===== config.mk =====
export PLATFORM = sky130hd
export DESIGN_NAME = id_ex_stage
export DESIGN_NICKNAME = d
export VERILOG_FILES = /design/src/rtl/rv_pkg.sv /design/src/rtl/hazard_detect.sv /design/src/rtl/id_ex_stage.sv
export SDC_FILE = /design/constraint.sdc
export NUM_CORES = 1
export LEC_CHECK = 0
export CORE_AREA = 2 2 140 142
export DETAILED_ROUTE_END_ITERATION = 8
export DIE_AREA = 0 0 142 144
export GPL_TIMING_DRIVEN = 0
export PLACE_DENSITY = 0.84
export REMOVE_ABC_BUFFERS = 1
export SYNTH_ARGS = -nofsm -noshare
export SYNTH_HDL_FRONTEND = slang
export SYNTH_HIERARCHICAL = 1
export SYNTH_SLANG_ARGS = --single-unit
export TNS_END_PERCENT = 50

===== constraint.sdc =====
create_clock -name clk -period 16.24 [get_ports clk]
set_input_delay 1.624 -clock clk [delete_from_list [all_inputs] [get_ports clk]]
set_output_delay 1.624 -clock clk [all_outputs]
set_load 0.005 [all_outputs]

===== src/rtl/rv_pkg.sv =====
// Shared RV32I core definitions: opcodes, ALUOP encodings and the
// decoded control bundle passed from ID into EX.
package rv_pkg;

    localparam logic [6:0] OP_R      = 7'd51;
    localparam logic [6:0] OP_LOAD   = 7'd3;
    localparam logic [6:0] OP_IMM    = 7'd19;
    localparam logic [6:0] OP_STORE  = 7'd35;
    localparam logic [6:0] OP_BRANCH = 7'd99;

    localparam logic [1:0] ALUOP_ADD  = 2'b00;
    localparam logic [1:0] ALUOP_SUB  = 2'b01;
    localparam logic [1:0] ALUOP_FUNC = 2'b10;

    typedef struct packed {
        logic [1:0] aluop;
        logic       branch;
        logic       memread;
        logic       memtoreg;
        logic       memwrite;
        logic       alusrc;
        logic       regwrite;
    } ctrl_t;

    localparam ctrl_t CTRL_BUBBLE = '0;

    function automatic logic op_uses_rs1(input logic [6:0] op);
        return (op == OP_R) || (op == OP_LOAD) || (op == OP_IMM) ||
               (op == OP_STORE) || (op == OP_BRANCH);
    endfunction

    function automatic logic op_uses_rs2(input logic [6:0] op);
        return (op == OP_R) || (op == OP_STORE) || (op == OP_BRANCH);
    endfunction

endpackage


===== src/rtl/hazard_detect.sv =====
// Load-use hazard detection between the ID instruction and a load in EX.
// Purely combinational.
module hazard_detect
    import rv_pkg::*;
(
    input  logic       id_valid,
    input  logic [6:0] opcode,
    input  logic [4:0] rs1,
    input  logic [4:0] rs2,
    input  logic       ex_valid,
    input  logic       ex_memread,
    input  logic [4:0] ex_rd,
    output logic       uses_rs1,
    output logic       uses_rs2,
    output logic       load_use
);

    logic hit1;
    logic hit2;

    assign uses_rs1 = op_uses_rs1(opcode);
    assign uses_rs2 = op_uses_rs2(opcode);

    assign hit1 = uses_rs1 && (ex_rd == rs1);
    assign hit2 = uses_rs2 && (ex_rd == rs2);

    // x0 is never a real producer, so a load to x0 cannot create a hazard
    assign load_use = ex_valid && ex_memread && (ex_rd != 5'd0) &&
                      id_valid && (hit1 || hit2);

endmodule


===== src/rtl/id_ex_stage.sv =====
// ID/EX pipeline register with load-use bubble insertion, branch flush
// and saturating bubble/flush event counters.
module id_ex_stage
    import rv_pkg::*;
#(
    parameter int XLEN  = 32,
    parameter int CNT_W = 16
) (
    input  logic             clk,
    input  logic             reset,
    input  logic             id_valid,
    input  logic [XLEN-1:0]  id_pc,
    input  logic [31:0]      id_inst,
    input  logic [XLEN-1:0]  id_rs1_data,
    input  logic [XLEN-1:0]  id_rs2_data,
    input  logic [XLEN-1:0]  id_imm,
    input  logic [1:0]       id_aluop,
    input  logic             id_branch,
    input  logic             id_memread,
    input  logic             id_memtoreg,
    input  logic             id_memwrite,
    input  logic             id_alusrc,
    input  logic             id_regwrite,
    input  logic             flush,
    input  logic             hold,
    output logic             hazard_stall,
    output logic             ex_valid,
    output logic [XLEN-1:0]  ex_pc,
    output logic [XLEN-1:0]  ex_rs1_data,
    output logic [XLEN-1:0]  ex_rs2_data,
    output logic [XLEN-1:0]  ex_imm,
    output logic [4:0]       ex_rs1,
    output logic [4:0]       ex_rs2,
    output logic [4:0]       ex_rd,
    output logic [2:0]       ex_funct3,
    output logic             ex_funct7b5,
    output logic [1:0]       ex_aluop,
    output logic             ex_branch,
    output logic             ex_memread,
    output logic             ex_memtoreg,
    output logic             ex_memwrite,
    output logic             ex_alusrc,
    output logic             ex_regwrite,
    output logic [CNT_W-1:0] bubble_cnt,
    output logic [CNT_W-1:0] flush_cnt
);

    ctrl_t id_ctrl;
    ctrl_t ex_ctrl;
    logic  load_use;
    logic  uses_rs1;
    logic  uses_rs2;
    logic  unused_inst;

    assign unused_inst = ^{id_inst[31], id_inst[29:25], uses_rs1, uses_rs2};

    assign id_ctrl = '{
        aluop:    id_aluop,
        branch:   id_branch,
        memread:  id_memread,
        memtoreg: id_memtoreg,
        memwrite: id_memwrite,
        alusrc:   id_alusrc,
        regwrite: id_regwrite
    };

    hazard_detect u_hazard (
        .id_valid   (id_valid),
        .opcode     (id_inst[6:0]),
        .rs1        (id_inst[19:15]),
        .rs2        (id_inst[24:20]),
        .ex_valid   (ex_valid),
        .ex_memread (ex_ctrl.memread),
        .ex_rd      (ex_rd),
        .uses_rs1   (uses_rs1),
        .uses_rs2   (uses_rs2),
        .load_use   (load_use)
    );

    // A flush kills the stalled instruction, so no stall is requested
    assign hazard_stall = load_use && !flush;

    always_ff @(posedge clk or posedge reset) begin
        if (reset) begin
            ex_valid    <= 1'b0;
            ex_pc       <= '0;
            ex_rs1_data <= '0;
            ex_rs2_data <= '0;
            ex_imm      <= '0;
            ex_rs1      <= '0;
            ex_rs2      <= '0;
            ex_rd       <= '0;
            ex_funct3   <= '0;
            ex_funct7b5 <= 1'b0;
            ex_ctrl     <= CTRL_BUBBLE;
            bubble_cnt  <= '0;
            flush_cnt   <= '0;
        end else if (flush || (!hold && load_use)) begin
            ex_valid    <= 1'b0;
            ex_pc       <= '0;
            ex_rs1_data <= '0;
            ex_rs2_data <= '0;
            ex_imm      <= '0;
            ex_rs1      <= '0;
            ex_rs2      <= '0;
            ex_rd       <= '0;
            ex_funct3   <= '0;
            ex_funct7b5 <= 1'b0;
            ex_ctrl     <= CTRL_BUBBLE;
            if (flush) begin
                if (flush_cnt != '1) flush_cnt <= flush_cnt + 1'b1;
            end else begin
                if (bubble_cnt != '1) bubble_cnt <= bubble_cnt + 1'b1;
            end
        end else if (!hold) begin
            ex_valid    <= id_valid;
            ex_pc       <= id_pc;
            ex_rs1_data <= id_rs1_data;
            ex_rs2_data <= id_rs2_data;
            ex_imm      <= id_imm;
            ex_rs1      <= id_inst[19:15];
            ex_rs2      <= id_inst[24:20];
            ex_rd       <= id_inst[11:7];
            ex_funct3   <= id_inst[14:12];
            ex_funct7b5 <= id_inst[30];
            ex_ctrl     <= id_valid ? id_ctrl : CTRL_BUBBLE;
        end
    end

    assign ex_aluop    = ex_ctrl.aluop;
    assign ex_branch   = ex_ctrl.branch;
    assign ex_memread  = ex_ctrl.memread;
    assign ex_memtoreg = ex_ctrl.memtoreg;
    assign ex_memwrite = ex_ctrl.memwrite;
    assign ex_alusrc   = ex_ctrl.alusrc;
    assign ex_regwrite = ex_ctrl.regwrite;

endmodule

==> results.tsv, run 1 <==
stage	metric	value	unit
critical_path	most frequent CP cell	clkdlybuf4s50_1	
final_layout	Reg area	4705	µm²
final_layout	Layout area overhead	64.18	%
final_layout	layout cell share with drive strength beyond 1	7.281	%
floorplanning	core area	19080	µm²
grt	total track usage	20.94	%
floorplanning	Die Y	144	µm
critical_path	Crit path required time	14.62	ns
clock_network	cts repair resizes	0	
sta	timing-limited maximum frequency	186.3	MHz
placed_design	Placer Congestion	0.8260	
sta	Final TNS setup	0	ns
sta	final hold vios	0	
routing	drt drc	0	
critical_path	CP peak stage delay	0.52	ns
routing	Vias	5799	
routing	Post-DRT Antenna Nets	0	
sta	Layout Skew	0.01292	ns
sta	Min Hold Slack	0.5053	ns
clock_network	Clock Sinks	188	
job	max cap viols	0	
clock_network	CTS root buf	clkbuf_16	
floorplanning	row cnt	51	
critical_path	r2r worst-path depth	9	
sta	unrepaired setup endpoints after global routing	no	
sta	max-slew violation count	0	
routing	Iteration-0 DRC Markers	261	
floorplanning	starting density of the core	37.35	%
synth	Mean Syn Cell Area	13.97	µm²
clock_network	CTS tree	done	
synth	synthesized cell area	7126	µm²
final_layout	Multi-input gate area	2297	µm²
synth	Ys Warns	6	
grt	total gr overflow	0	
placed_design	Placed Cells	1085	
clock_network	clock latency on the worst-skew pair	0.42	ns
power	VDD IR max	0.00006489	V
final_layout	final instance area	11700	µm²
sta	relative slew slack	38.37	%
routing	average wire per standard cell	19.57	µm
routing	DRT Pass-1 Iters	4	
critical_path	CP Max Fanout	3	
floorplanning	full die area	20450	µm²
synth	Syn Inst Count	510	
final_layout	nets	1041	
critical_path	Setup CP Type	in -> out	
floorplanning	die width	142	µm
power	post-route total power	1108	µW
outcome	outcome	finished clean	
critical_path	CP Launch Type	input port	
power	PD cells	94.68	nW/µm²
routing	drt via density	5.182	
clock_network	setup bufs post-CTS	0	
clock_network	htree depth	4	
grt	first-pass GRT wire length	32870	µm
sta	Slew @ Worst Pin	0.9225	ns
critical_path	CP endpoint kind	output port	
hold_path	class of the worst hold path	reg -> reg	
critical_path	CP bufs+invs	2	
final_layout	fin cells	1119	
critical_path	Crit path depth	7	
final_layout	fillers	1458	
critical_path	Slowest cell on crit path	clkdlybuf4s50_1	
placed_design	placement-stage cell area	11120	µm²
sta	min cycle time layout	5.368	ns
clock_network	# hold bufs at CTS	0	
hold_path	hold path cells	1	
sta	fraction of the cycle the final worst path needs	33.06	%
placed_design	number of input and output port buffers inserted	355	
grt	initial antenna violation count	1	
sta	setup violators final	0	
placed_design	post-DP HPWL	16130	µm
grt	largest net degree at the start of global routing	104	
critical_path	CP Data Arrival Time	3.74	ns
grt	vias in the first global route	5820	
power	Lkg Pwr	0.005187	µW
floorplanning	I/O pin count	362	
critical_path	CP delay by family, top	buffers and inverters	
routing	final WL	21900	µm
clock_network	clk slew on worst S/H paths	0.07	ns
critical_path	CP cell instances	clkdlybuf4s50_1 > xor2_1 > nor4_1 > nand3_1 > a211oi_2 > nor2b_1 > clkdlybuf4s50_1	
clock_network	Num CTS Buffers	17	
clock_network	clock tree buffer depth	2	
cells in the final DEF, fill, tap and decap left out, types with 3 or more instances in the layout:
master / instances
clkbuf_16: 17
inv_8: 5
buf_6: 7
buf_8: 3
xnor2_1: 17
buf_16: 3
nand3_1: 11
a21oi_1: 8
nor2_1: 13
a22o_1: 155
dfrtp_1: 188
clkdlybuf4s50_1: 355
inv_6: 5
and3_1: 3
nor3_1: 4
nand4_1: 8
nand2_1: 18
xor2_1: 14
nor4_1: 3
mux2_2: 3
and4_1: 3
routing by layer:
metal / GRT usage (%) / up-vias / share of wire (%)
li1: - / 2644 / -
met3: 6.689 / 24 / 7.4
met1: 26.92 / 2904 / 42
met4: 6.947 / 0 / 1.3
met5: 0 / - / 0
met2: 33.77 / 227 / 50
per-stage QoR:
step	util [%]	worst slack, ns
floorplan	-	5.823
global placement	56.86	0.2415
detailed placement	58.29	10.89
CTS	61.29	10.89
global route	61.30	10.80
finish	61.32	10.87
state kept, by name, summed over array words and instances (netlist names), 5 cells and up:
register,cells
ex_rs1,5
ex_imm,32
ex_rs2,5
ex_rd,5
ex_pc,32
flush_cnt,16
ex_rs2_data,32
bubble_cnt,16
ex_rs1_data,32
path summary, 6_finish.rpt:
| path | from | endpoint | slack, ns |
|---|---|---|---|
| min in group asynchronous | reset | ex_rs1_data[24]$_DFFE_PP0P_ | 1.68 |
| worst max register to register | ex_rd[0]$_DFFE_PP0P_ | ex_rs2_data[7]$_DFFE_PP0P_ | 13.30 |
| worst min-delay path | ex_pc[0]$_DFFE_PP0P_ | ex_pc[0]$_DFFE_PP0P_ | 0.51 |
| worst max-delay path | id_inst[22] | hazard_stall | 10.87 |
| worst min register to register | ex_pc[0]$_DFFE_PP0P_ | ex_pc[0]$_DFFE_PP0P_ | 0.51 |
| max in group asynchronous | reset | ex_rd[1]$_DFFE_PP0P_ | 13.63 |
where the power goes:
part           switching (µW)  internal [µW]  leakage [µW]  total, µW
logic                    62.5            114       0.00240        176
registers                25.2            497       0.00251        522
clock network             197            212      0.000283        409
total                     285            823       0.00519       1110
final cells by class:
class                      count  area share [%]
sequential                   188           40.21
timing repair buffer         371           32.55
multi-input combinational    286           19.64
clock buffer                  19           3.872
tap                          238           2.545
clock inverter                13           1.016
inverter                       2          0.1283
antenna                        2         0.04278
(Power assumes the default switching activity.)
==> run 2: changes to the inputs <==
--- a/config.mk
+++ b/config.mk
@@ -5,9 +5,9 @@
 export SDC_FILE = /design/constraint.sdc
 export NUM_CORES = 1
 export LEC_CHECK = 0
-export CORE_AREA = 2 2 140 142
+export CORE_MARGIN = 1
+export CORE_UTILIZATION = 36
 export DETAILED_ROUTE_END_ITERATION = 8
-export DIE_AREA = 0 0 142 144
 export GPL_TIMING_DRIVEN = 0
 export PLACE_DENSITY = 0.84
 export REMOVE_ABC_BUFFERS = 1
==> constraint.sdc (replaced) <==
create_clock -name clk -period 4.5 [get_ports clk]
set_input_delay 0.45 -clock clk [delete_from_list [all_inputs] [get_ports clk]]
set_output_delay 0.45 -clock clk [all_outputs]
set_load 0.005 [all_outputs]
==> run 2 against run 1 <==
Against the previous run:
- clock skew grew 0.0031 ns
- design area rose by 0.28%
- sequential share of layout area is 0.11 points lower
- non-clock buffer count stayed put
- routed wire length rose by 0.74%
- largest power group unchanged
- core utilization fell by 1.0 points
- register-to-register slack lost 12 ns
- critical path depth shrank 1
==> results.tsv, run 2 (synthesis results as in run 1) <==
stage	metric	value	unit	change
sta	Min Hold Slack	0.5042	ns	-0.001067 ns
critical_path	CP delay by family, top	simple AND/OR/NAND/NOR gates		
clock_network	Num CTS Buffers	17		unchanged
critical_path	CP Launch Type	flop		
clock_network	clk slew on worst S/H paths	0.07	ns	about the same
final_layout	Reg area	4705	µm²	unchanged
routing	drt via density	5.089		-1.8%
sta	timing-limited maximum frequency	315.8	MHz	
sta	fraction of the cycle the final worst path needs	70.38	%	
critical_path	Crit path required time	4.05	ns	-10.57 ns
grt	total gr overflow	0		unchanged
grt	first-pass GRT wire length	32670	µm	-0.61%
placed_design	Placed Cells	1112		+2.5%
routing	average wire per standard cell	19.27	µm	-1.6%
sta	Layout Skew	0.01602	ns	+0.003095 ns
final_layout	layout cell share with drive strength beyond 1	7.167	%	-0.11 points
job	max cap viols	0		unchanged
final_layout	Layout area overhead	64.64	%	
clock_network	CTS tree	done		
routing	Iteration-0 DRC Markers	289		+11%
sta	setup violators final	0		unchanged
clock_network	clock tree buffer depth	2		unchanged
sta	max-slew violation count	0		unchanged
clock_network	cts repair resizes	0		unchanged
critical_path	Slowest cell on crit path	clkdlybuf4s50_1		
placed_design	placement-stage cell area	11150	µm²	+0.27%
sta	min cycle time layout	3.167	ns	
floorplanning	row cnt	51		unchanged
placed_design	post-DP HPWL	16260	µm	+0.86%
routing	Vias	5827		+0.48%
critical_path	CP cell instances	xor2_1 > nor3_1 > nand3_1 > a211oi_2 > nor2b_1 > clkdlybuf4s50_1		
final_layout	fin cells	1145		+2.3%
routing	final WL	22060	µm	+0.74%
final_layout	final instance area	11730	µm²	+0.28%
power	PD cells	340.6	nW/µm²	+260%
final_layout	fillers	1517		+4.0%
routing	DRT Pass-1 Iters	6		+2
critical_path	Setup CP Type	reg -> out		
floorplanning	starting density of the core	36.61	%	-0.73 points
sta	unrepaired setup endpoints after global routing	no		
clock_network	Clock Sinks	188		unchanged
critical_path	CP Data Arrival Time	2.72	ns	-1.02 ns
power	Lkg Pwr	0.005182	µW	about the same
floorplanning	Die Y	142.7	µm	-0.91%
grt	largest net degree at the start of global routing	100		-3.8%
final_layout	nets	1041		unchanged
final_layout	Multi-input gate area	2297	µm²	unchanged
final_layout	most frequent cells in the layout	clkdlybuf4s50_1, dfrtp_1, a22o_1		
clock_network	htree depth	4		unchanged
sta	Final TNS setup	0	ns	unchanged
floorplanning	full die area	20360	µm²	-0.43%
routing	Post-DRT Antenna Nets	0		unchanged
floorplanning	die width	142.7	µm	+0.49%
placed_design	number of input and output port buffers inserted	355		unchanged
grt	vias in the first global route	5870		+0.86%
grt	total track usage	21.27	%	+0.33 points
floorplanning	I/O pin count	362		unchanged
power	VDD IR max	0.0002508	V	+290%
clock_network	clock latency on the worst-skew pair	0.42	ns	about the same
final_layout	fin util	60.28	%	-1.0 points
clock_network	setup bufs post-CTS	0		unchanged
sta	relative slew slack	42.17	%	+3.8 points
sta	final hold vios	0		unchanged
grt	initial antenna violation count	1		unchanged
sta	Slew @ Worst Pin	0.8627	ns	-0.05980 ns
critical_path	CP Max Fanout	5		+2
critical_path	CP endpoint kind	output port		
clock_network	CTS root buf	clkbuf_16		
critical_path	CP peak stage delay	0.54	ns	+0.02 ns
outcome	outcome	finished clean		
critical_path	CP bufs+invs	1		-1
placed_design	Placer Congestion	0.8477		+2.6%
floorplanning	core area	19460	µm²	+2.0%
final_layout	most common cell after layout, fill and taps aside	clkdlybuf4s50_1		
clock_network	# hold bufs at CTS	0		unchanged
routing	drt drc	0		unchanged
hold_path	class of the worst hold path	reg -> reg		
==> run 2: report_power, final <==
group	internal (µW)	total, µW	switching [µW]
logic	411	636	225
registers	1790	1890	91.7
clock network	744	1470	731
==> run 2: path summary, 6_finish.rpt <==
| path | cells after the start | from | slack [ns] | end |
|---|---|---|---|---|
| max in group asynchronous | 3 | reset | 3.08 | ex_rs2_data[14]$_DFFE_PP0P_ |
| min in group asynchronous | 2 | reset | 0.51 | ex_rs1_data[4]$_DFFE_PP0P_ |
| hold / removal | 1 | ex_rs2_data[9]$_DFFE_PP0P_ | 0.50 | ex_rs2_data[9]$_DFFE_PP0P_ |
| hold reg to reg | 1 | ex_rs2_data[9]$_DFFE_PP0P_ | 0.50 | ex_rs2_data[9]$_DFFE_PP0P_ |
| setup reg to reg | 9 | ex_rd[4]$_DFFE_PP0P_ | 1.52 | ex_rs1_data[30]$_DFFE_PP0P_ |
| setup / recovery | 6 | ex_rd[4]$_DFFE_PP0P_ | 1.33 | hazard_stall |
==> run 2: layer usage <==
layer,part of all wire [%],up-vias,track usage [%]
met5,0,-,0
met4,1.6,0,6.055
met3,7.3,26,6.506
met2,50,233,35.58
met1,41,2925,26.51
li1,-,2643,-
==> run 2: per-stage QoR <==
stage / total power, µW / worst slack, ns
4_1_cts: 4040 / 1.307
5_1_grt: 4170 / 1.224
2_1_floorplan: 2106 / -5.079
3_3_place_gp: 2545 / -10.44
3_5_place_dp: 2554 / 1.218
6_report: 3996 / 1.333
==> run 2: final cells by class <==
| cell class | instances | share of cell area [%] |
|---|---|---|
| sequential | 188 | 40.10 |
| inverter | 2 | 0.1280 |
| multi-input combinational | 286 | 19.58 |
| clock buffer | 18 | 3.658 |
| tap | 265 | 2.826 |
| timing repair buffer | 371 | 32.42 |
| clock inverter | 14 | 1.259 |
| antenna | 1 | 0.02133 |
==> run 2: worst reg2reg max path, cell delays in order, from the launching register on <==
cell and delay (ns):
dfrtp_1 0.53, or4_1 0.48, o21ai_2 0.14, a211oi_2 0.07
nor3_2 0.73, buf_8 0.25, buf_6 0.19, buf_6 0.19
buf_6 0.20, a22o_1 0.15
